**src/rtl/ps2_kbd_pkg.sv**
```systemverilog
// Shared constants, parser state encoding and event packing for the PS/2 keyboard controller.
// Scan-code Set 2 prefix and device-response byte values live here.
package ps2_kbd_pkg;

    localparam logic [7:0] PS2_EXT     = 8'hE0;
    localparam logic [7:0] PS2_BRK     = 8'hF0;
    localparam logic [7:0] PS2_PAUSE   = 8'hE1;

    localparam logic [7:0] PS2_ACK     = 8'hFA;
    localparam logic [7:0] PS2_BAT_OK  = 8'hAA;
    localparam logic [7:0] PS2_ECHO    = 8'hEE;
    localparam logic [7:0] PS2_RESEND  = 8'hFE;
    localparam logic [7:0] PS2_BAT_ERR = 8'hFC;
    localparam logic [7:0] PS2_ERR_LO  = 8'h00;
    localparam logic [7:0] PS2_ERR_HI  = 8'hFF;

    localparam int         EV_W        = 10;
    // Pause is E1 followed by seven more bytes whose values carry no information.
    localparam logic [2:0] PAUSE_SKIP  = 3'd7;

    typedef enum logic [2:0] {
        ST_IDLE    = 3'd0,
        ST_EXT     = 3'd1,
        ST_BRK     = 3'd2,
        ST_EXT_BRK = 3'd3,
        ST_PAUSE   = 3'd4
    } kbd_state_t;

    typedef struct packed {
        logic       ext;
        logic       brk;
        logic [7:0] code;
    } kbd_event_t;

    function automatic logic is_response(input logic [7:0] b);
        logic r;
        case (b)
            PS2_ACK, PS2_BAT_OK, PS2_ECHO, PS2_RESEND,
            PS2_BAT_ERR, PS2_ERR_LO, PS2_ERR_HI: r = 1'b1;
            default:                              r = 1'b0;
        endcase
        return r;
    endfunction

    function automatic kbd_event_t pack_event(input logic ext, input logic brk,
                                              input logic [7:0] code);
        kbd_event_t ev;
        ev.ext  = ext;
        ev.brk  = brk;
        ev.code = code;
        return ev;
    endfunction

endpackage

```
**src/rtl/ps2_event_fifo.sv**
```systemverilog
// Synchronous show-ahead FIFO: head entry is visible combinationally from registered storage.
// A push into a full FIFO is accepted only when a pop happens in the same cycle.
module ps2_event_fifo
    import ps2_kbd_pkg::*;
#(
    parameter int DEPTH = 4,
    parameter int WIDTH = EV_W
) (
    input  logic                     clk,
    input  logic                     reset,
    input  logic                     push,
    input  logic [WIDTH-1:0]         push_data,
    input  logic                     pop,
    output logic [WIDTH-1:0]         head,
    output logic [$clog2(DEPTH):0]   count,
    output logic                     full,
    output logic                     empty
);

    localparam int         PW      = $clog2(DEPTH);
    localparam logic [PW:0] DEPTH_C = (PW + 1)'(DEPTH);

    logic [WIDTH-1:0] mem_q [DEPTH];
    logic [WIDTH-1:0] mem_d [DEPTH];
    logic [PW-1:0]    wr_ptr_q, wr_ptr_d;
    logic [PW-1:0]    rd_ptr_q, rd_ptr_d;
    logic [PW:0]      count_q, count_d;
    logic             do_push_s, do_pop_s;

    assign full  = (count_q == DEPTH_C);
    assign empty = (count_q == (PW + 1)'(0));
    assign count = count_q;
    assign head  = mem_q[rd_ptr_q];

    // Next-state for storage, pointers and occupancy.
    always_comb begin
        mem_d     = mem_q;
        wr_ptr_d  = wr_ptr_q;
        rd_ptr_d  = rd_ptr_q;
        count_d   = count_q;
        do_pop_s  = pop && !empty;
        do_push_s = push && (!full || do_pop_s);

        if (do_push_s) begin
            mem_d[wr_ptr_q] = push_data;
            wr_ptr_d        = wr_ptr_q + PW'(1);
        end else begin
            wr_ptr_d = wr_ptr_q;
        end

        if (do_pop_s) begin
            rd_ptr_d = rd_ptr_q + PW'(1);
        end else begin
            rd_ptr_d = rd_ptr_q;
        end

        case ({do_push_s, do_pop_s})
            2'b10:   count_d = count_q + (PW + 1)'(1);
            2'b01:   count_d = count_q - (PW + 1)'(1);
            default: count_d = count_q;
        endcase
    end

    // FIFO state registers.
    always_ff @(posedge clk or posedge reset) begin
        if (reset) begin
            mem_q    <= '{default: '0};
            wr_ptr_q <= '0;
            rd_ptr_q <= '0;
            count_q  <= '0;
        end else begin
            mem_q    <= mem_d;
            wr_ptr_q <= wr_ptr_d;
            rd_ptr_q <= rd_ptr_d;
            count_q  <= count_d;
        end
    end

endmodule

```
**src/rtl/ps2_kbd_ctrl.sv**
```systemverilog
// PS/2 keyboard controller: parses Set 2 byte sequences into single key events and
// buffers them in a show-ahead FIFO with valid/ready output.
module ps2_kbd_ctrl
    import ps2_kbd_pkg::*;
#(
    parameter int FIFO_DEPTH     = 4,
    parameter int TIMEOUT_CYCLES = 100000
) (
    input  logic                          clk,
    input  logic                          reset,
    input  logic [7:0]                    rx_data,
    input  logic                          rx_done,
    output logic                          rx_enable,
    output logic                          ev_valid,
    input  logic                          ev_ready,
    output logic [7:0]                    ev_code,
    output logic                          ev_extended,
    output logic                          ev_break,
    output logic [$clog2(FIFO_DEPTH):0]   ev_count,
    output logic                          overflow,
    input  logic                          overflow_clr,
    output logic                          drop_tick
);

    localparam int          TW       = $clog2(TIMEOUT_CYCLES + 1);
    localparam logic [TW-1:0] TMO_LAST = TW'(TIMEOUT_CYCLES - 1);

    kbd_state_t  state_q, state_d;
    logic [2:0]  skip_q, skip_d;
    logic [TW-1:0] tmo_q, tmo_d;
    logic        overflow_q, overflow_d;
    logic        drop_tick_q, drop_tick_d;

    kbd_state_t  fi_state_s;
    logic [2:0]  fi_skip_s;
    logic        fi_emit_s;

    logic        emit_s;
    kbd_event_t  ev_s;
    logic        drop_s;
    logic        push_s, pop_s;
    logic        full_s, empty_s;
    kbd_event_t  head_s;

    // Decision for a byte arriving as the first byte of a sequence (also used for resync).
    always_comb begin
        fi_state_s = ST_IDLE;
        fi_skip_s  = 3'd0;
        fi_emit_s  = 1'b0;
        if (rx_data == PS2_EXT) begin
            fi_state_s = ST_EXT;
        end else if (rx_data == PS2_BRK) begin
            fi_state_s = ST_BRK;
        end else if (rx_data == PS2_PAUSE) begin
            fi_state_s = ST_PAUSE;
            fi_skip_s  = PAUSE_SKIP;
        end else if (is_response(rx_data)) begin
            fi_emit_s = 1'b0;
        end else begin
            fi_emit_s = 1'b1;
        end
    end

    // Parser next-state, event emission and inter-byte timeout.
    always_comb begin
        state_d = state_q;
        skip_d  = skip_q;
        emit_s  = 1'b0;
        drop_s  = 1'b0;
        ev_s    = pack_event(1'b0, 1'b0, rx_data);

        if ((state_q == ST_IDLE) || rx_done) begin
            tmo_d = '0;
        end else begin
            tmo_d = tmo_q + TW'(1);
        end

        if (rx_done) begin
            case (state_q)
                ST_IDLE: begin
                    state_d = fi_state_s;
                    skip_d  = fi_skip_s;
                    emit_s  = fi_emit_s;
                end
                ST_EXT: begin
                    if (rx_data == PS2_BRK) begin
                        state_d = ST_EXT_BRK;
                    end else if (rx_data == PS2_EXT) begin
                        state_d = ST_EXT;
                    end else if (rx_data == PS2_PAUSE) begin
                        state_d = ST_PAUSE;
                        skip_d  = PAUSE_SKIP;
                        drop_s  = 1'b1;
                    end else begin
                        emit_s  = 1'b1;
                        ev_s    = pack_event(1'b1, 1'b0, rx_data);
                        state_d = ST_IDLE;
                    end
                end
                ST_BRK: begin
                    if ((rx_data == PS2_EXT) || (rx_data == PS2_PAUSE)) begin
                        drop_s  = 1'b1;
                        state_d = fi_state_s;
                        skip_d  = fi_skip_s;
                    end else if (rx_data == PS2_BRK) begin
                        state_d = ST_BRK;
                    end else begin
                        emit_s  = 1'b1;
                        ev_s    = pack_event(1'b0, 1'b1, rx_data);
                        state_d = ST_IDLE;
                    end
                end
                ST_EXT_BRK: begin
                    if ((rx_data == PS2_EXT) || (rx_data == PS2_PAUSE) ||
                        (rx_data == PS2_BRK)) begin
                        drop_s  = 1'b1;
                        state_d = fi_state_s;
                        skip_d  = fi_skip_s;
                    end else begin
                        emit_s  = 1'b1;
                        ev_s    = pack_event(1'b1, 1'b1, rx_data);
                        state_d = ST_IDLE;
                    end
                end
                ST_PAUSE: begin
                    if (skip_q == 3'd1) begin
                        emit_s  = 1'b1;
                        ev_s    = pack_event(1'b1, 1'b0, PS2_PAUSE);
                        state_d = ST_IDLE;
                        skip_d  = 3'd0;
                    end else begin
                        skip_d  = skip_q - 3'd1;
                    end
                end
                default: begin
                    state_d = ST_IDLE;
                    skip_d  = 3'd0;
                end
            endcase
        end else if ((state_q != ST_IDLE) && (tmo_q == TMO_LAST)) begin
            state_d = ST_IDLE;
            skip_d  = 3'd0;
            drop_s  = 1'b1;
        end else begin
            state_d = state_q;
        end
    end

    // FIFO handshake and sticky overflow; set wins over clear.
    always_comb begin
        pop_s  = ev_valid && ev_ready;
        push_s = emit_s && (!full_s || pop_s);
        if (emit_s && full_s && !pop_s) begin
            overflow_d = 1'b1;
        end else if (overflow_clr) begin
            overflow_d = 1'b0;
        end else begin
            overflow_d = overflow_q;
        end
        drop_tick_d = drop_s;
    end

    // Parser and status registers.
    always_ff @(posedge clk or posedge reset) begin
        if (reset) begin
            state_q     <= ST_IDLE;
            skip_q      <= 3'd0;
            tmo_q       <= '0;
            overflow_q  <= 1'b0;
            drop_tick_q <= 1'b0;
        end else begin
            state_q     <= state_d;
            skip_q      <= skip_d;
            tmo_q       <= tmo_d;
            overflow_q  <= overflow_d;
            drop_tick_q <= drop_tick_d;
        end
    end

    ps2_event_fifo #(
        .DEPTH (FIFO_DEPTH),
        .WIDTH (EV_W)
    ) u_fifo (
        .clk       (clk),
        .reset     (reset),
        .push      (push_s),
        .push_data (ev_s),
        .pop       (pop_s),
        .head      (head_s),
        .count     (ev_count),
        .full      (full_s),
        .empty     (empty_s)
    );

    // A sequence already under way keeps the receiver enabled even with a full FIFO.
    assign rx_enable   = !full_s || (state_q != ST_IDLE);
    assign ev_valid    = !empty_s;
    assign ev_code     = head_s.code;
    assign ev_extended = head_s.ext;
    assign ev_break    = head_s.brk;
    assign overflow    = overflow_q;
    assign drop_tick   = drop_tick_q;

endmodule
```
**config.mk**
```make
export PLATFORM = sky130hd
export DESIGN_NAME = ps2_kbd_ctrl
export DESIGN_NICKNAME = d
export VERILOG_FILES = /design/src/rtl/ps2_kbd_pkg.sv /design/src/rtl/ps2_event_fifo.sv /design/src/rtl/ps2_kbd_ctrl.sv
export SDC_FILE = /design/constraint.sdc
export NUM_CORES = 1
export LEC_CHECK = 0
export CAP_MARGIN = 20
export CORE_UTILIZATION = 58
export CTS_CLUSTER_DIAMETER = 150
export DETAILED_ROUTE_END_ITERATION = 7
export PLACE_DENSITY = 0.89
export SYNTH_ARGS = -nofsm -noshare
export SYNTH_HDL_FRONTEND = slang
export SYNTH_SLANG_ARGS = --single-unit
export TNS_END_PERCENT = 20
```
**constraint.sdc**
```tcl
create_clock -name clk -period 3.5 [get_ports clk]
set_input_delay 0.7 -clock clk [delete_from_list [all_inputs] [get_ports clk]]
set_output_delay 0.7 -clock clk [all_outputs]
set_load 0.03 [all_outputs]
```
==> summary by stage, run 1 <==
Synth
The total nets after synthesis is 352. Counting flops with a built-in enable in the synthesized netlist gives 0. Yosys printed 0 warnings.

The synthesized netlist devotes 19.6% of its cell area to compound gates. The number of synthesized register bits is 72. After Yosys synthesis, XOR and XNOR cells account for 4.95% of the synthesized area.

After Yosys synthesis, full adders, half adders and majority gates account for 3.35% of the synthesized area. After synthesis, the share of cell area in mux cells is 9.33%. In the synthesized netlist the async set-or-reset flop fraction comes to 100%. A synthesized cell averages 11.8 um2. After synthesis, the largest family of logic cells by area is compound AO/OA/AOI/OAI gates. The synthesized-area fraction occupied by and/or/nand/nor cells is 12.8%. Synthesis produced a netlist whose cell count is 330.

The number of distinct library cells after synthesis is 61. The most used flip-flop cell after synthesis is sky130_fd_sc_hd__dfrtp_1. For this run, the register share of the synthesized area comes to 46.3%. After synthesis the cells add up to 3890 um2.

Clocking
Clock tree synthesis selected as its root buffer the cell sky130_fd_sc_hd__clkbuf_8. The clock reaches the later pin of the worst-skew pair after 0.36 ns. The level count of the clock H-tree is 3. The clock slew seen by the registers of the worst setup and hold paths is 0.09 ns. The buffer depth of the longest clock path is 2. The number of clock sinks is 72. The TritonCTS buffer count is 9. The setup fix buffers added after clock tree synthesis is 0. After clock tree synthesis, the repair step resized 0 gates. The post-cts hold buffer count is 0. TritonCTS built the clock tree.

Power
Registers are responsible for 37.7% of the overall power. For this design the static power due to leakage is 1.88 nW. Dividing total power by cell area gives a power density of 735 nW/um2.

The analysis attributes to net switching a power of 1.25 mW. The clock network fraction of total power is 20.0%. Net switching is 36.9% of the power.

The internal power component is 2.14 mW. The proportion of power drawn by combinational gates is 42.4%. Summing internal, switching and leakage power gives 3.40 mW. The worst IR drop on VDD is 554 uV.

Finish
After the last flow step, the layout net total stands at 405. The count of non-filler cells in the finished layout is 465. At the end of the flow the core is filled with cells to 71.9%. The most common library cell in the layout ignoring fill and taps is sky130_fd_sc_hd__dfrtp_1. The fraction of layout cells with a size suffix above 1 is 21.4%. The count of filler cells inserted in the layout is 415.

The count of antenna diodes in the layout is 0. Compared with the post-synthesis result, the final layout area differs by 18.8%. Leaving out fill and tap cells, the most frequent cells in the layout are sky130_fd_sc_hd__dfrtp_1, sky130_fd_sc_hd__clkdlybuf4s50_1, sky130_fd_sc_hd__buf_4, sky130_fd_sc_hd__nor2_1, sky130_fd_sc_hd__a32o_1.

Placed design
The final weighted congestion in routability-driven placement is 0.832. The number of port buffers is 29. The detailed-placement wirelength estimate is 6550 um. The number of cells in the design after placement is 448.

Timing
Static timing analysis puts the maximum clock frequency at 0.306 GHz. Headroom to the max-slew limit came out at 49.9%. After routing, the total negative slack on setup checks comes to 0 ns. The final setup violation count is 0. The setup skew after layout is 0.0148 ns.

Setup repair after global routing left no endpoint under its margin. The count of final max-slew check failures is 0. The worst path uses 93.5% of the clock period. The number of endpoints with negative hold slack in the final report is 0. Counting I/O delays and the setup requirement, the final critical path takes 3.27 ns.

The transition time of the tightest slew-check pin is 0.751 ns.

Global routing
Summed over all layers, the global routing overflow is 0. The maximum number of pins on one net before global-route repair is 39. The number of antenna violations at the first check in global routing is 0.

The number of global-route vias before repair was 3110. Global routing used 29.6% of the available tracks. The wire length of the first global-routing pass is 16000 um.

Worst setup path
For the worst setup path, the data arrival time is 3.56 ns. The dominant cell type by count on the critical path is sky130_fd_sc_hd__xor2_1. The launching element type of the critical path is an input pin. The worst-path maximum fanout is 2. The worst setup path is captured at a register. Data on the critical path is required at its endpoint by 3.79 ns.

The category of the most critical setup path is in -> reg. The number of cells on the worst reg-to-reg path is 5. The largest individual stage delay along the critical path comes from the cell sky130_fd_sc_hd__or4_4. The worst path buffer plus inverter count is 2. On the worst path, the slowest cell contributes a delay of 0.58 ns. Traced cell by cell, the critical path runs through clkdlybuf4s50_1 -> or4_4 -> a2111o_1 -> o31ai_4 -> ha_1 -> inv_1 -> fa_1 -> xor2_1 -> nor2_1 -> xor2_1. The number of gates on the worst path with buffers counted is 10. The kind of cell with the highest combined delay along the critical path is compound AO/OA/AOI/OAI gates.

Detailed routing
Dividing the detail-routed wire length by the instance count gives 20.4 um. For this run, the detailed router's first-pass iteration total came to 7. The total number of vias is 3067. The remaining design rule violation count is 5.

The detailed-route wire length is 9470 um. In this run the remaining antenna-violating nets after routing total 0. In the routed layout, each cell is associated on average with a via count of 6.60. For this block, the initial DRC count from the detailed router was 253.

Run status
The checks that failed: DRC. The flow ran to the end, but the final reports show violations.

Floorplan
The floorplan step defined a core boundary enclosing 6420 um2. For this configuration, the core starts out at a cell density of 60.5%. The number of top-level design ports is 30. The die is 83.9 um tall. The area of the die is 7040 um2. Measured along the x axis, the die boundary spans 83.9 um. The floorplan row count is 29.

Worst hold path
The type of the tightest min-delay check is reg -> reg. The depth of the worst hold-timing path is 1.

Flow run
The tool flagged a number of max-cap violations equal to 0.
[synth_stat cells, types with 2 or more instances]
| library cell | instances | area [um2] |
|---|---|---|
| sky130_fd_sc_hd__dfrtp_1 | 72 | 1800 |
| sky130_fd_sc_hd__nor2_1 | 26 | 97.6 |
| sky130_fd_sc_hd__a32o_1 | 17 | 170 |
| sky130_fd_sc_hd__o32a_1 | 16 | 160 |
| sky130_fd_sc_hd__nand2_1 | 14 | 52.6 |
| sky130_fd_sc_hd__inv_1 | 13 | 48.8 |
| sky130_fd_sc_hd__xor2_1 | 12 | 105 |
| sky130_fd_sc_hd__mux2_2 | 10 | 113 |
| sky130_fd_sc_hd__mux4_2 | 10 | 225 |
| sky130_fd_sc_hd__xnor2_1 | 10 | 87.6 |
| sky130_fd_sc_hd__a21oi_1 | 8 | 40.0 |
| sky130_fd_sc_hd__ha_1 | 8 | 100 |
| sky130_fd_sc_hd__o21ai_0 | 8 | 40.0 |
| sky130_fd_sc_hd__clkbuf_1 | 7 | 26.3 |
| sky130_fd_sc_hd__nand3_1 | 7 | 35.0 |
| sky130_fd_sc_hd__a31oi_1 | 6 | 37.5 |
| sky130_fd_sc_hd__and2_1 | 6 | 37.5 |
| sky130_fd_sc_hd__a21boi_0 | 5 | 37.5 |
| sky130_fd_sc_hd__nor2b_1 | 5 | 31.3 |
| sky130_fd_sc_hd__nand4_1 | 4 | 25.0 |
| sky130_fd_sc_hd__o31ai_2 | 4 | 50.1 |
| sky130_fd_sc_hd__or3_1 | 4 | 25.0 |
| sky130_fd_sc_hd__and3_1 | 3 | 18.8 |
| sky130_fd_sc_hd__buf_2 | 3 | 15.0 |
| sky130_fd_sc_hd__buf_6 | 3 | 33.8 |
| sky130_fd_sc_hd__nand2b_1 | 3 | 18.8 |
| sky130_fd_sc_hd__nor3_1 | 3 | 15.0 |
| sky130_fd_sc_hd__nor3b_1 | 3 | 22.5 |
| sky130_fd_sc_hd__o2bb2ai_1 | 3 | 26.3 |
| sky130_fd_sc_hd__a21o_1 | 2 | 15.0 |
| sky130_fd_sc_hd__buf_1 | 2 | 7.51 |
| sky130_fd_sc_hd__nor4_1 | 2 | 12.5 |
| sky130_fd_sc_hd__o221ai_1 | 2 | 17.5 |
| sky130_fd_sc_hd__or2_2 | 2 | 12.5 |
[final timing paths]
check / start / endpoint / slack, ns
worst max register to register: state_q[0] / u_fifo.mem_q[19] / 0.74
worst min register to register: u_fifo.mem_q[11] / u_fifo.mem_q[11] / 0.49
worst max-delay path: rx_data[1] / u_fifo.count[2] / 0.23
worst min-delay path: u_fifo.mem_q[11] / u_fifo.mem_q[11] / 0.49
max in group asynchronous: reset / u_fifo.mem_q[19] / 2.05
min in group asynchronous: reset / u_fifo.mem_q[14] / 0.78
[power groups by stage]
stage               sequential, mW  combinational [mW]  clock [mW]
detailed placement            1.28                1.41           0
floorplan                     1.22               0.941           0
CTS                           1.27                1.44       0.688
finish                        1.28                1.44       0.678
global placement              1.26                1.35           0
global route                  1.31                1.53       0.713
[metal layers]
metal  vias up  track usage [%]  wire, um
met2       123             48.6      4850
met3        23             6.73       588
li1       1372                -         -
met4         0             11.0       228
met1      1549             38.5      3810
met5         -                0         0
[logic make-up (layout without fill, tap and decap cells)]
family,count (synthesis),count (layout)
xor+xnor,22,22
simple gates,91,91
compound gates,84,84
mux,22,22
fa+ha+maj,10,10
buf+inv,29,87
flops,72,72
[flip-flops by register name, indices dropped and copies added, names as in the netlist]
register,flops
u_fifo.mem_q,40
tmo_q,17
skip_q,3
state_q,3
u_fifo.count,3
u_fifo.rd_ptr_q,2
u_fifo.wr_ptr_q,2
drop_tick,1
overflow,1
[final cells by class]
type                    instances  area, um2  area share [%]
multi-input cells             229       1950            42.2
flip-flops and latches         72       1800            39.0
repair buffers                 58        520            11.3
clock buffers                  10        138            2.98
well taps                      77       96.3            2.09
clock inverters                 6       67.6            1.46
inverters                      13       48.8            1.06
[per-stage QoR]
stage               setup slack (ns)  hold WS (ns)  instance area [um2]
floorplan                      0.235         0.455                 3890
global placement              0.0188         0.469                 4410
CTS                            0.216         0.496                 4610
global route                  0.0786         0.506                 4620
detailed placement           -0.0926         0.479                 4410
finish                         0.228         0.494                 4620
(Power assumes the default switching activity.)
==> run 2, diff against run 1 <==
- CORE_MARGIN: not set -> 5
- CORE_UTILIZATION: 58 -> 60
- PLACE_DENSITY: 0.89 -> 0.92
- clock period: 3.5 -> 3.96 ns (I/O delays scaled with it)
==> summary by stage, run 2 (synthesized netlist as in run 1, its figures left out) <==
Detailed routing
The total number of vias is 2979. In the routed layout, each cell is associated on average with a via count of 6.53. For this run, design rule violations remaining after detail routing come to 0.

The first routing iteration left 295 violations. The average wire per cell in the routed design is 19.6 um. The first-pass detailed-route iteration total is 7. After detailed routing, the total wire length is 8930 um. The count of nets left with antenna violations after detail routing is 0.

Floorplan
The area of the placeable core is 6310 um2. The width of the die is 90.5 um. Once the floorplan was initialized, standard cells occupied 61.6% of the core. The area of the die is 8190 um2. In this run the vertical extent of the chip is 90.5 um. The floorplan row count is 29. The number of top-level design ports is 30.

Clocking
After clock tree synthesis, the clock-pin slew on the worst setup and hold paths is 0.07 ns. TritonCTS built the clock tree. The setup fix buffers added after clock tree synthesis is 0. The clock passes through at most 2 buffers.

The later pin in the worst-skew pair is clocked with a latency of 0.36 ns. The post-cts hold buffer count is 0. Gates resized during post-CTS repair numbered 0. The clock drives 72 sinks. Counting the buffers created by CTS gives 9. The level count of the clock H-tree is 3.

The CTS root buffer is sky130_fd_sc_hd__clkbuf_8.

Worst setup path
The critical path is of the in -> reg type. The worst setup path is captured at a register. Of all nets on the critical path, the largest fanout is 3. The critical path data arrival time is 3.71 ns.

STA classifies the critical path startpoint as an input pin. For the worst setup path, the data required time is 4.24 ns.

Placed design
Summing all placed instances gives a cell area of 4330 um2. At the placement stage, the worst setup path has a slack of 0.193 ns. The final weighted congestion in routability-driven placement is 0.862. The detailed-placement wirelength estimate is 6380 um. During placement, the flow inserted port buffers numbering 29.

Global routing
The maximum number of pins on one net before global-route repair is 29. The first global-routing pass estimated 15000 um of wire. The sum of overflow across all layers after global routing is 0. The number of antenna violations at the first check in global routing is 0. The total global routing track utilization is 22.7%. The number of global-route vias before repair is 3047.

Finish
The area growth from synthesis to layout is 17.0%. For this run, the post-layout net count is 396. The post-route netlist has 19.0% of its cells at a drive strength greater than 1.

The share of the core filled with cells in the final layout is 72.0%. The most common library cell in the layout ignoring fill and taps is sky130_fd_sc_hd__dfrtp_1. In the layout the commonest cells are sky130_fd_sc_hd__dfrtp_1, sky130_fd_sc_hd__clkdlybuf4s50_1, sky130_fd_sc_hd__nor2_1, sky130_fd_sc_hd__buf_4, sky130_fd_sc_hd__a32o_1. The finished layout cell area is 4550 um2.

Fill cells in the final layout number 433. The count of antenna diodes in the layout is 0. The register with the most flip-flops in the layout has 40 of them.

The largest registers in the layout are u_fifo.mem_q x40, tmo_q x17. The register with the most flip-flops is u_fifo.mem_q.

Timing
After layout, the worst setup slack is 0.535 ns. The transition time of the tightest slew-check pin is 0.821 ns. The worst-case headroom to the max-slew limit is 44.7%. The setup TNS is 0 ns. The count of final max-slew check failures is 0. Setup violations remaining at the end of the flow were counted as 0. The clock period minus final worst setup slack is 3.42 ns. The number of endpoints with negative hold slack in the final report is 0. The tightest hold path in the finished design has a slack of 0.491 ns. The share of the clock period used by the worst path after layout is 86.5%.

Across the routed clock network, the largest skew measured is 0.00609 ns. Setup repair after global routing left no endpoint under its margin. Based on the critical path, the design can be clocked at up to 0.292 GHz.

Run status
The run finished with clean final reports.

Flow run
The number of max-capacitance violations reported is 0.

Power
IR analysis of the VDD net gives a maximum drop of 788 uV. Power spread over the standard cell area amounts to 657 nW/um2. The cell leakage power is 1.83 nW.

Worst hold path
The path class of the tightest hold or removal check is reg -> reg.
[run 2: cell types whose count changed in the layout (fill, tap and decap cells not counted), sizes merged]
cell      change
clkinvlp      -1
bufinv        +1
inv           -1
clkbuf        +1
buf           -9
[run 2: path summary, 6_finish.rpt]
path	start	end	slack [ns]	cells past startpoint
min reg2reg	u_fifo.mem_q[3]	u_fifo.mem_q[3]	0.49	1
max in group asynchronous	reset	u_fifo.mem_q[30]	2.40	3
min in group asynchronous	reset	u_fifo.mem_q[13]	0.81	2
min	u_fifo.mem_q[3]	u_fifo.mem_q[3]	0.49	1
max reg2reg	state_q[1]	u_fifo.count[2]	0.98	10
max	rx_data[1]	u_fifo.count[2]	0.54	10
[run 2: metrics by stage]
stage	instances	total power, mW
3_3_place_gp	439	2.30
2_1_floorplan	330	1.91
6_report	456	2.99
4_1_cts	455	3.00
5_1_grt	456	3.15
3_5_place_dp	439	2.36
[run 2: routing by layer]
metal	vias to the layer above	GRT usage, %	part of all wire (%)
met3	28	5.08	6.2
met4	0	9.80	2.8
li1	1344	-	-
met2	120	34.4	47
met1	1487	31.4	44
met5	-	0	0
[run 2: where the power goes]
group,leakage [nW],switching (mW),internal (mW),total (mW)
clock,0.104,0.275,0.355,0.630
sequential,0.919,0.203,0.940,1.14
combinational,0.809,0.593,0.623,1.22
total,1.83,1.07,1.92,2.99
[run 2: worst max-delay path, cell delays in order]
cell                              delay (ns)
sky130_fd_sc_hd__clkdlybuf4s50_1        0.42
sky130_fd_sc_hd__or4_4                  0.58
sky130_fd_sc_hd__a2111o_1               0.48
sky130_fd_sc_hd__o31ai_4                0.30
sky130_fd_sc_hd__ha_1                   0.26
sky130_fd_sc_hd__inv_1                  0.06
sky130_fd_sc_hd__fa_1                   0.37
sky130_fd_sc_hd__xor2_1                 0.16
sky130_fd_sc_hd__nor2_1                 0.12
sky130_fd_sc_hd__xor2_1                 0.15
[run 2: cell type report]
class	instances	area (um2)	area share, %
multi-input cells	229	1950	42.8
flip-flops and latches	72	1800	39.6
repair buffers	49	440	9.68
clock buffers	11	131	2.89
well taps	77	96.3	2.12
clock inverters	5	81.3	1.79
inverters	13	48.8	1.07
==> run 3, diff against run 2 <==
- CELL_PAD_IN_SITES_DETAIL_PLACEMENT: not set -> 1
- CELL_PAD_IN_SITES_GLOBAL_PLACEMENT: not set -> 2
- CORE_UTILIZATION: 60 -> 43
- GPL_TIMING_DRIVEN: not set -> 0
- PLACE_DENSITY: 0.92 -> 0.95
==> summary by stage, run 3 (synthesized netlist as in run 1, its figures left out) <==
Detailed routing
In the final routed layout, each cell accounts on average for 20.0 um. The initial DRC count is 75. The detail route stage leaves a number of antenna-violating nets equal to 0. The remaining design rule violation count is 0. The routed layout has 2916 vias. The first-pass detailed-route iteration total is 4.

Wires add up to 9600 um. Dividing the detail-routed via count by the number of cells gives 6.08.

Timing
The count of final max-slew check failures is 0. Setup violations remaining at the end of the flow were counted as 0. The worst-case headroom to the max-slew limit is 38.6%. Between clock sinks in the finished design, the worst skew comes to 0.00969 ns.

The number of endpoints with negative hold slack in the final report is 0. The worst path uses 95.9% of the clock period. The clock period minus final worst setup slack is 3.80 ns. The fmax is 0.263 GHz.

Setup repair after global routing left no endpoint under its margin. The transition time of the tightest slew-check pin is 0.912 ns.

Worst setup path
The number of cells on the worst reg-to-reg path is 7. In this run the critical register-to-register path is captured at u_fifo.mem_q[39]. The signal on the critical path passes through clkdlybuf4s50_1 -> or4_4 -> a2111o_2 -> o31ai_4 -> ha_1 -> inv_1 -> fa_1 -> xor2_1 -> nor2_1 -> xor2_1. The kind of cell adding the most delay to the critical path is compound AO/OA/AOI/OAI gates. At the worst endpoint, the required time is 4.24 ns. The reg2reg setup slack is 1.02 ns. In this run the critical register-to-register path is launched from state_q[0]. In this run the worst path has a maximum fanout of 9. The critical path data arrival time is 4.08 ns.

In this design, the stage delay of the slowest critical-path cell is 0.64 ns. The most numerous cell type found on the critical path is sky130_fd_sc_hd__xor2_1. STA classifies the critical path endpoint as a register.

The slowest stage cell on the critical path is sky130_fd_sc_hd__or4_4. STA classifies the critical path startpoint as an input pin. The worst setup path is of the in -> reg kind. The number of buffers and inverters on the critical path is 2.

Worst hold path
The critical hold path startpoint is tmo_q[0]. The sink of the worst hold path is tmo_q[0]. The depth of the worst hold-timing path is 1.

The type of the tightest min-delay check is reg -> reg.

Placed design
The total placed instance area is 4290 um2. Detailed placement finished with a half-perimeter wire length of 6930 um. During placement, the flow inserted port buffers numbering 26. Routability-driven placement finished with a final weighted congestion of 0.776. The number of cells in the design after placement is 464.

Floorplan
30 I/O pins were placed. The initial utilization of the core area, before any placement, comes to 44.4%. The initialized floorplan defines 34 standard-cell rows. The area of the die is 11000 um2. From bottom edge to top edge, the die measures 105 um. The core region is 8760 um2. The width of the die is 105 um.

Global routing
Entering global routing, the biggest net connects 73 pins. The sum of overflow across all layers after global routing is 0. The number of global-route vias before repair is 3191. The number of antenna violations at the first check in global routing is 0. Global routing used 18.2% of the available tracks across all layers. The wire length of the first global-routing pass is 16600 um.

Power
For this design the ratio of total power to cell area is 670 nW/um2. Per report_power, the sequential group accounts for 35.7% of the total. The clock network is responsible for 23.8% of the overall power.

Per report_power, the combinational group accounts for 40.5% of the total. VDD sags by at most 334 uV. Net switching is 35.7% of the power.

The analysis attributes to cell leakage a power of 1.78 nW. The total net switching power is 1.08 mW. The internal power of the cells totals 1.95 mW.

Finish
The final layout net count is 389. Counting flops per register, the top entry is u_fifo.mem_q. The finished layout holds 480 standard cells, fillers aside. In the layout the commonest cells are sky130_fd_sc_hd__dfrtp_1, sky130_fd_sc_hd__nor2_1, sky130_fd_sc_hd__clkdlybuf4s50_1, sky130_fd_sc_hd__a32o_1, sky130_fd_sc_hd__o32a_1. The largest registers in the layout are u_fifo.mem_q x40, tmo_q x17.

0 antenna diodes ended up in the layout. The post-route netlist has 16.7% of its cells at a drive strength greater than 1. The count of filler cells inserted in the layout is 939. The share of the core filled with cells in the final layout is 51.7%. The area of the multi-input gates is 1950 um2. The sequential cells in the finished layout cover a total of 1800 um2. The number of flip-flops in the largest register is 40. From synthesis to final layout, the design area changed by 16.5%.

Summing all non-filler instances in the final layout gives an area of 4530 um2. The library cell used most frequently in the layout, excluding fill and tap cells, is sky130_fd_sc_hd__dfrtp_1.

Flow run
The number of max-capacitance violations reported is 0.

Clocking
After clock tree synthesis, the setup repair step added 0 buffers. The clock slew seen by the registers of the worst setup and hold paths is 0.08 ns. The post-cts hold buffer count is 0.

CTS saw 72 sinks. The post-cts repair resize count is 0. TritonCTS built the clock tree. The level count of the clock H-tree is 3. The buffer depth of the longest clock path is 2. The clock reaches the later pin of the worst-skew pair after 0.36 ns. Counting the buffers created by CTS gives 9. The CTS root buffer is sky130_fd_sc_hd__clkbuf_8.

Run status
The run finished with clean final reports.
[run 3: stage by stage]
step	worst slack, ns	hold slack, ns	total power [mW]	setup TNS (ns)
detailed placement	-0.235	0.480	2.33	-0.253
CTS	0.123	0.493	3.06	0
global placement	-0.172	0.469	2.27	-0.172
global route	0.0255	0.518	3.19	0
floorplan	0.603	0.455	1.91	0
finish	0.162	0.494	3.03	0
[run 3: area by class of cell]
class                      instances  share of cell area, %
buffer                            16                   1.99
clock buffer                       9                   2.73
clock inverter                     7                   2.65
inverter                          13                   1.13
multi-input combinational        229                   43.0
sequential                        72                   39.8
tap                              108                   2.98
timing repair buffer              26                   5.74
[run 3: power by group through the flow]
stage	registers, mW	logic, mW	clock network [mW]
finish	1.08	1.23	0.722
global route	1.11	1.32	0.764
floorplan	1.08	0.832	0
global placement	1.08	1.19	0
CTS	1.08	1.24	0.732
detailed placement	1.10	1.24	0
[run 3: how the worst max path moves through the flow]
| stage | start | slack, ns | to | depth (start not counted) |
|---|---|---|---|---|
| 2_1_floorplan | rx_data[5] | 0.60 | u_fifo.count[2] | 10 |
| 3_3_place_gp | rx_data[1] | -0.17 | u_fifo.count[2] | 10 |
| 3_5_place_dp | rx_data[1] | -0.24 | u_fifo.count[2] | 10 |
| 4_1_cts | rx_data[1] | 0.12 | u_fifo.count[2] | 10 |
| 5_1_grt | rx_data[1] | 0.03 | u_fifo.count[2] | 10 |
| 6_report | rx_data[1] | 0.16 | u_fifo.count[2] | 10 |
[run 3: metal layers]
layer	vias to the layer above	global-route usage, %	share of wire [%]
met5	-	0	0
met4	0	7.31	1.5
met3	12	3.08	3.7
met2	58	28.3	48
met1	1519	25.4	47
li1	1327	-	-
==> RTL change 1 (settings of run 3) <==
Put a register stage on the output `ev_count`, cleared by the reset. The value now appears one clock later. The other outputs are not delayed to match.
--- a/src/rtl/ps2_kbd_ctrl.sv
+++ b/src/rtl/ps2_kbd_ctrl.sv
@@ -25,6 +25,8 @@
     localparam int          TW       = $clog2(TIMEOUT_CYCLES + 1);
     localparam logic [TW-1:0] TMO_LAST = TW'(TIMEOUT_CYCLES - 1);
 
+    logic [$clog2(FIFO_DEPTH):0] ev_count_d;
+
     kbd_state_t  state_q, state_d;
     logic [2:0]  skip_q, skip_d;
     logic [TW-1:0] tmo_q, tmo_d;
@@ -187,7 +189,7 @@
         .push_data (ev_s),
         .pop       (pop_s),
         .head      (head_s),
-        .count     (ev_count),
+        .count     (ev_count_d),
         .full      (full_s),
         .empty     (empty_s)
     );
@@ -201,4 +203,12 @@
     assign overflow    = overflow_q;
     assign drop_tick   = drop_tick_q;
 
+    always_ff @(posedge clk or posedge reset) begin
+        if (reset) begin
+            ev_count <= '0;
+        end else begin
+            ev_count <= ev_count_d;
+        end
+    end
+
 endmodule
Behaviour: not the same (Yosys sat finds a counterexample within 4 cycles, from zero or initial values and one cycle with reset high).
==> RTL change 1 against run 3 <==
- synthesized area is 0.45% lower
- via count is 7.1% lower
- register-to-register slack better by 0.19 ns
- sequential cell count increased by 3
- routed wire length down 1.6%
- maximum frequency grew 4.0%
- power decreased by 0.46%
- setup slack better by 0.15 ns
- cell area is 0.39% lower
- largest cell class is now sequential cells
- highest routed layer unchanged
==> RTL change 1: results (changes against run 3) <==
Synth cell types - 58 (-4.9%)
share of cells above drive strength 1 - 16.8% (+0.14 points)
Post-Place Setup Slack - -0.0462 ns (+0.189 ns)
Area contributors post-synth - dfrtp_1 (48%), mux4_2 (5.8%), o32a_1 (4.4%)
DR vias - 2,709 (-7.1%)
Seq/Total Area, Yosys - 48.5% (+2.1 points)
commonest cells in the netlist - dfrtp_1 (75), nor2_1 (25), o2bb2ai_1 (17), o32a_1 (17)
# port buffers - 27 (+3.8%)
Syn-to-layout area delta - 16.6% (about the same)
drt total wl - 9450 um (-1.6%)
Hold Crit Start - u_fifo.count[1]
total track usage - 18.3% (+0.065 points)
Syn Area/Cell - 12.1 um^2 (+3.0%)
R2R setup slack - 1.21 ns (+0.19 ns)
Setup Skew - 0.00727 ns (-0.00241 ns)
vias in the first global route - 3,111 (-2.5%)
DR iter-0 viols - 115 (+53%)
R2R depth - 11 (+4)
RR Endpoint - u_fifo.count[2]
Leak - 1.80 nW (+1.2%)
# nets final - 380 (-2.3%)
placed cell areas - 4310 um^2 (+0.47%)
crit path DAT - 3.93 ns (-0.15 ns)
Endpoint, Worst Hold - ev_count[1]
Max VDD drop - 0.000331 V (-0.91%)
RePlAce Congestion - 0.767 (-1.1%)
Hold Path Depth - 0 (-1)
post-DP HPWL - 6780 um (-2.1%)
Vias/cell - 5.75 (-5.3%)
Slew headroom - 41.1% (+2.6 points)
dpl cells - 455 (-1.9%)
Post-Syn Nets - 341 (-3.1%)
status - completed
fillers - 907 (-3.4%)
==> RTL change 1: worst max-delay path by stage <==
stage / startpoint / to / slack [ns] / depth (start not counted)
2_1_floorplan: rx_data[0] / u_fifo.count[2] / 0.82 / 11
3_3_place_gp: reset / u_fifo.mem_q[39] / 0.03 / 2
3_5_place_dp: rx_data[7] / u_fifo.count[2] / -0.05 / 12
4_1_cts: rx_data[7] / u_fifo.count[2] / 0.31 / 12
5_1_grt: rx_data[7] / u_fifo.count[2] / 0.10 / 12
6_report: rx_data[7] / u_fifo.count[2] / 0.31 / 12
==> RTL change 1: cells by family after synthesis <==
| logic type | synth area share [%] |
|---|---|
| adders and majority gates | 3.39 |
| xor gates and xnor gates | 4.75 |
| and+or+nand+nor | 15.3 |
| AOI/OAI and AO/OA | 15.3 |
| buffers and inverters | 3.33 |
| muxes | 9.47 |
| DFF | 48.5 |
==> RTL change 1: layout make-up <==
cell class,instances,share of cell area (%)
inverters,16,1.39
multi-input cells,216,41.3
flip-flops and latches,75,41.6
plain buffers,12,1.52
clock buffers,10,2.83
repair buffers,28,6.60
clock inverters,6,1.77
well taps,108,2.99
==> RTL change 1: through the flow <==
| stage | total power, mW | setup TNS (ns) |
|---|---|---|
| global placement | 2.32 | 0 |
| finish | 3.02 | 0 |
| global route | 3.18 | 0 |
| floorplan | 1.95 | 0 |
| detailed placement | 2.40 | -0.0462 |
| CTS | 3.05 | 0 |
==> RTL change 1: power by group <==
group          internal (mW)  switching (mW)  leakage, nW
clock                  0.351           0.286        0.110
combinational          0.566           0.691        0.740
sequential             0.981           0.146        0.954
==> RTL change 1: layer usage <==
layer	track usage, %	vias up	share of wire, %
met4	5.84	0	1.3
met5	0	-	0
met3	4.87	11	3.7
met2	29.4	48	50
met1	24.2	1402	45
li1	-	1248	-
==> RTL change 1: worst max-delay path: stages <==
cell,delay [ns]
clkdlybuf4s50_1,0.61
nand3b_1,0.19
nor4b_2,0.45
nor2_2,0.15
o21ai_4,0.39
o21bai_2,0.25
ha_1,0.25
inv_1,0.06
fa_1,0.38
xor2_1,0.15
nor2_1,0.11
xor2_1,0.14
==> RTL change 2 (config.mk and constraints of run 3) <==
Without the edit above. `TIMEOUT_CYCLES`: 100000 -> 400000.
--- a/src/rtl/ps2_kbd_ctrl.sv
+++ b/src/rtl/ps2_kbd_ctrl.sv
@@ -4,7 +4,7 @@
     import ps2_kbd_pkg::*;
 #(
     parameter int FIFO_DEPTH     = 4,
-    parameter int TIMEOUT_CYCLES = 100000
+    parameter int TIMEOUT_CYCLES = 400000
 ) (
     input  logic                          clk,
     input  logic                          reset,
Behaviour: no difference found for any inputs over 4 cycles, from zero or initial values and one cycle with reset high; that may be too few to reach the edited logic, so the function may still have changed.
==> RTL change 2 against run 3 <==
- power is 4.7% lower
- sequential cell count up 2
- die area shrank 2.7%
- utilization decreased by 1.0 points
- cell area down 3.5%
- largest power group unchanged
- routed wire length down 10%
- synthesized area is 3.0% lower
- clock power shrank 15%
- clock skew up 0.00093 ns
- setup slack gained 0.30 ns
==> RTL change 2: results (changes against run 3) <==
status - completed
Hold Crit Class - reg -> reg
Area contributors post-synth - dfrtp_1 (49%), mux2_2 (11%), mux4_2 (6.0%)
fillers - 916 (-2.4%)
post-CTS setup buffers - 0 (unchanged)
Endpoint, Worst Hold - u_fifo.mem_q[16]
post-DP HPWL - 6030 um (-13%)
dpl cells - 457 (-1.5%)
Post-Syn Nets - 345 (-2.0%)
Synth cell types - 48 (-21%)
R2R depth - 12 (+5)
clk buf depth - 2 (unchanged)
Post-synth top flop - dfrtp_1
post_cts resized - 0 (unchanged)
DRC Markers - 0 (unchanged)
first-pass GRT wire length - 14,900 um (-10%)
CTS HTree Levels - 3 (unchanged)
RR Endpoint - u_fifo.count[2]
vias in the first global route - 2,890 (-9.4%)
post-synth top area share - 49.1% (+2.8 points)
Ys Warns - 0 (unchanged)
total track usage - 16.8% (-1.4 points)
largest net degree at the start of global routing - 75 (+2.7%)
Min Hold Slack - 0.511 ns (+0.0167 ns)
biggest fanout along the worst timing path - 10 (+1)
Hold Crit Start - u_fifo.mem_q[16]
non-filler cells, final - 473 (-1.5%)
Num CTS Buffers - 9 (unchanged)
initial antenna violation count - 0 (unchanged)
commonest cells in the netlist - dfrtp_1 (74), mux2_2 (37), nor2_1 (32)
share of cells above drive strength 1 - 21.6% (+5.0 points)
Syn Area/Cell - 11.7 um^2 (-0.92%)
async set-reset flop share out of synthesis - 100% (unchanged)
ant diodes - 0 (unchanged)
Fin Setup TNS - 0 ns (unchanged)
DR iter-0 viols - 74 (-1.3%)
post-route cell area - 4380 um^2 (-3.5%)
root buffer cell - clkbuf_8
Seq/Total Area, Yosys - 49.1% (+2.8 points)
Worst-path clk slew - 0.09 ns
# port buffers - 26 (unchanged)
Hold Path Depth - 1 (unchanged)
R2R setup slack - 0.79 ns (-0.23 ns)
Max VDD drop - 0.000478 V (+43%)
WL/cell - 18.2 um (-8.9%)
drt pass-1 iters - 4 (unchanged)
clk_lat worst skew - 0.35 ns
# nets final - 382 (-1.8%)
Setup Skew - 0.0106 ns (+0.000934 ns)
placed cell areas - 4170 um^2 (-2.7%)
Leak - 1.87 nW (+4.9%)
Crit path largest cell delay - 0.70 ns (+0.06 ns)
RePlAce Congestion - 0.745 (-4.0%)
total grt overflow - 0 (unchanged)
DR vias - 2,619 (-10%)
Largest regs - u_fifo.mem_q: 40 flops, tmo_q: 19 flops
Slew headroom - 38.6% (+0.043 points)
crit path DAT - 2.71 ns (-1.37 ns)
Slowest-stage cell, CP - buf_1
reg-to-reg startpoint - state_q[1]
## RTL change 2: kinds of logic after synthesis
family / count (synthesis) / share of synthesized area (%)
adder cells (fa/ha/maj): 10 / 3.45
AND/OR/NAND/NOR: 109 / 15.7
AO/OA/AOI/OAI: 31 / 5.38
multiplexers: 52 / 18.4
flip-flops: 74 / 49.1
buffers and inverters: 25 / 2.82
XOR/XNOR: 22 / 5.11
## RTL change 2: how the worst max path moves through the flow
stage,start,end,slack (ns),cells past startpoint
2_1_floorplan,rx_data[0],u_fifo.count[2],0.95,12
3_3_place_gp,reset,u_fifo.mem_q[16],0.12,2
3_5_place_dp,rx_data[1],u_fifo.count[2],0.34,12
4_1_cts,u_fifo.rd_ptr_q[0],ev_code[1],0.41,3
5_1_grt,u_fifo.rd_ptr_q[0],ev_code[1],0.30,3
6_report,u_fifo.rd_ptr_q[0],ev_code[2],0.46,3
## RTL change 2: cell type report
class | instances | area share, %
plain buffers | 9 | 1.06
inverters | 16 | 1.43
repair buffers | 26 | 5.95
clock buffers | 9 | 2.83
well taps | 108 | 3.09
flip-flops and latches | 74 | 42.3
multi-input cells | 224 | 41.4
clock inverters | 7 | 1.89
## RTL change 2: power by group
part           leakage [nW]  internal [mW]  switching, mW  total, mW
combinational         0.821          0.577          0.598       1.17
sequential            0.949          0.966          0.132       1.10
clock                0.0988          0.302          0.315      0.617
total                  1.87           1.85           1.04       2.89
## RTL change 2: per-layer routing
| metal | share of wire, % | global-route usage (%) |
|---|---|---|
| met1 | 45 | 21.0 |
| met2 | 52 | 29.4 |
| met3 | 2.6 | 3.61 |
| met4 | 1.1 | 4.63 |
| met5 | 0 | 0 |
## RTL change 2: critical path: cells and delay by family (launching register included)
kind / cells / cell delay [ns]
flops: 1 / 0.42
buf+inv: 2 / 1.31
mux: 1 / 0.62
## RTL change 2: per-stage QoR
stage	power [mW]	setup slack (ns)
3_3_place_gp	2.22	0.121
4_1_cts	2.92	0.407
6_report	2.89	0.461
2_1_floorplan	1.89	0.949
3_5_place_dp	2.29	0.343
5_1_grt	3.04	0.303
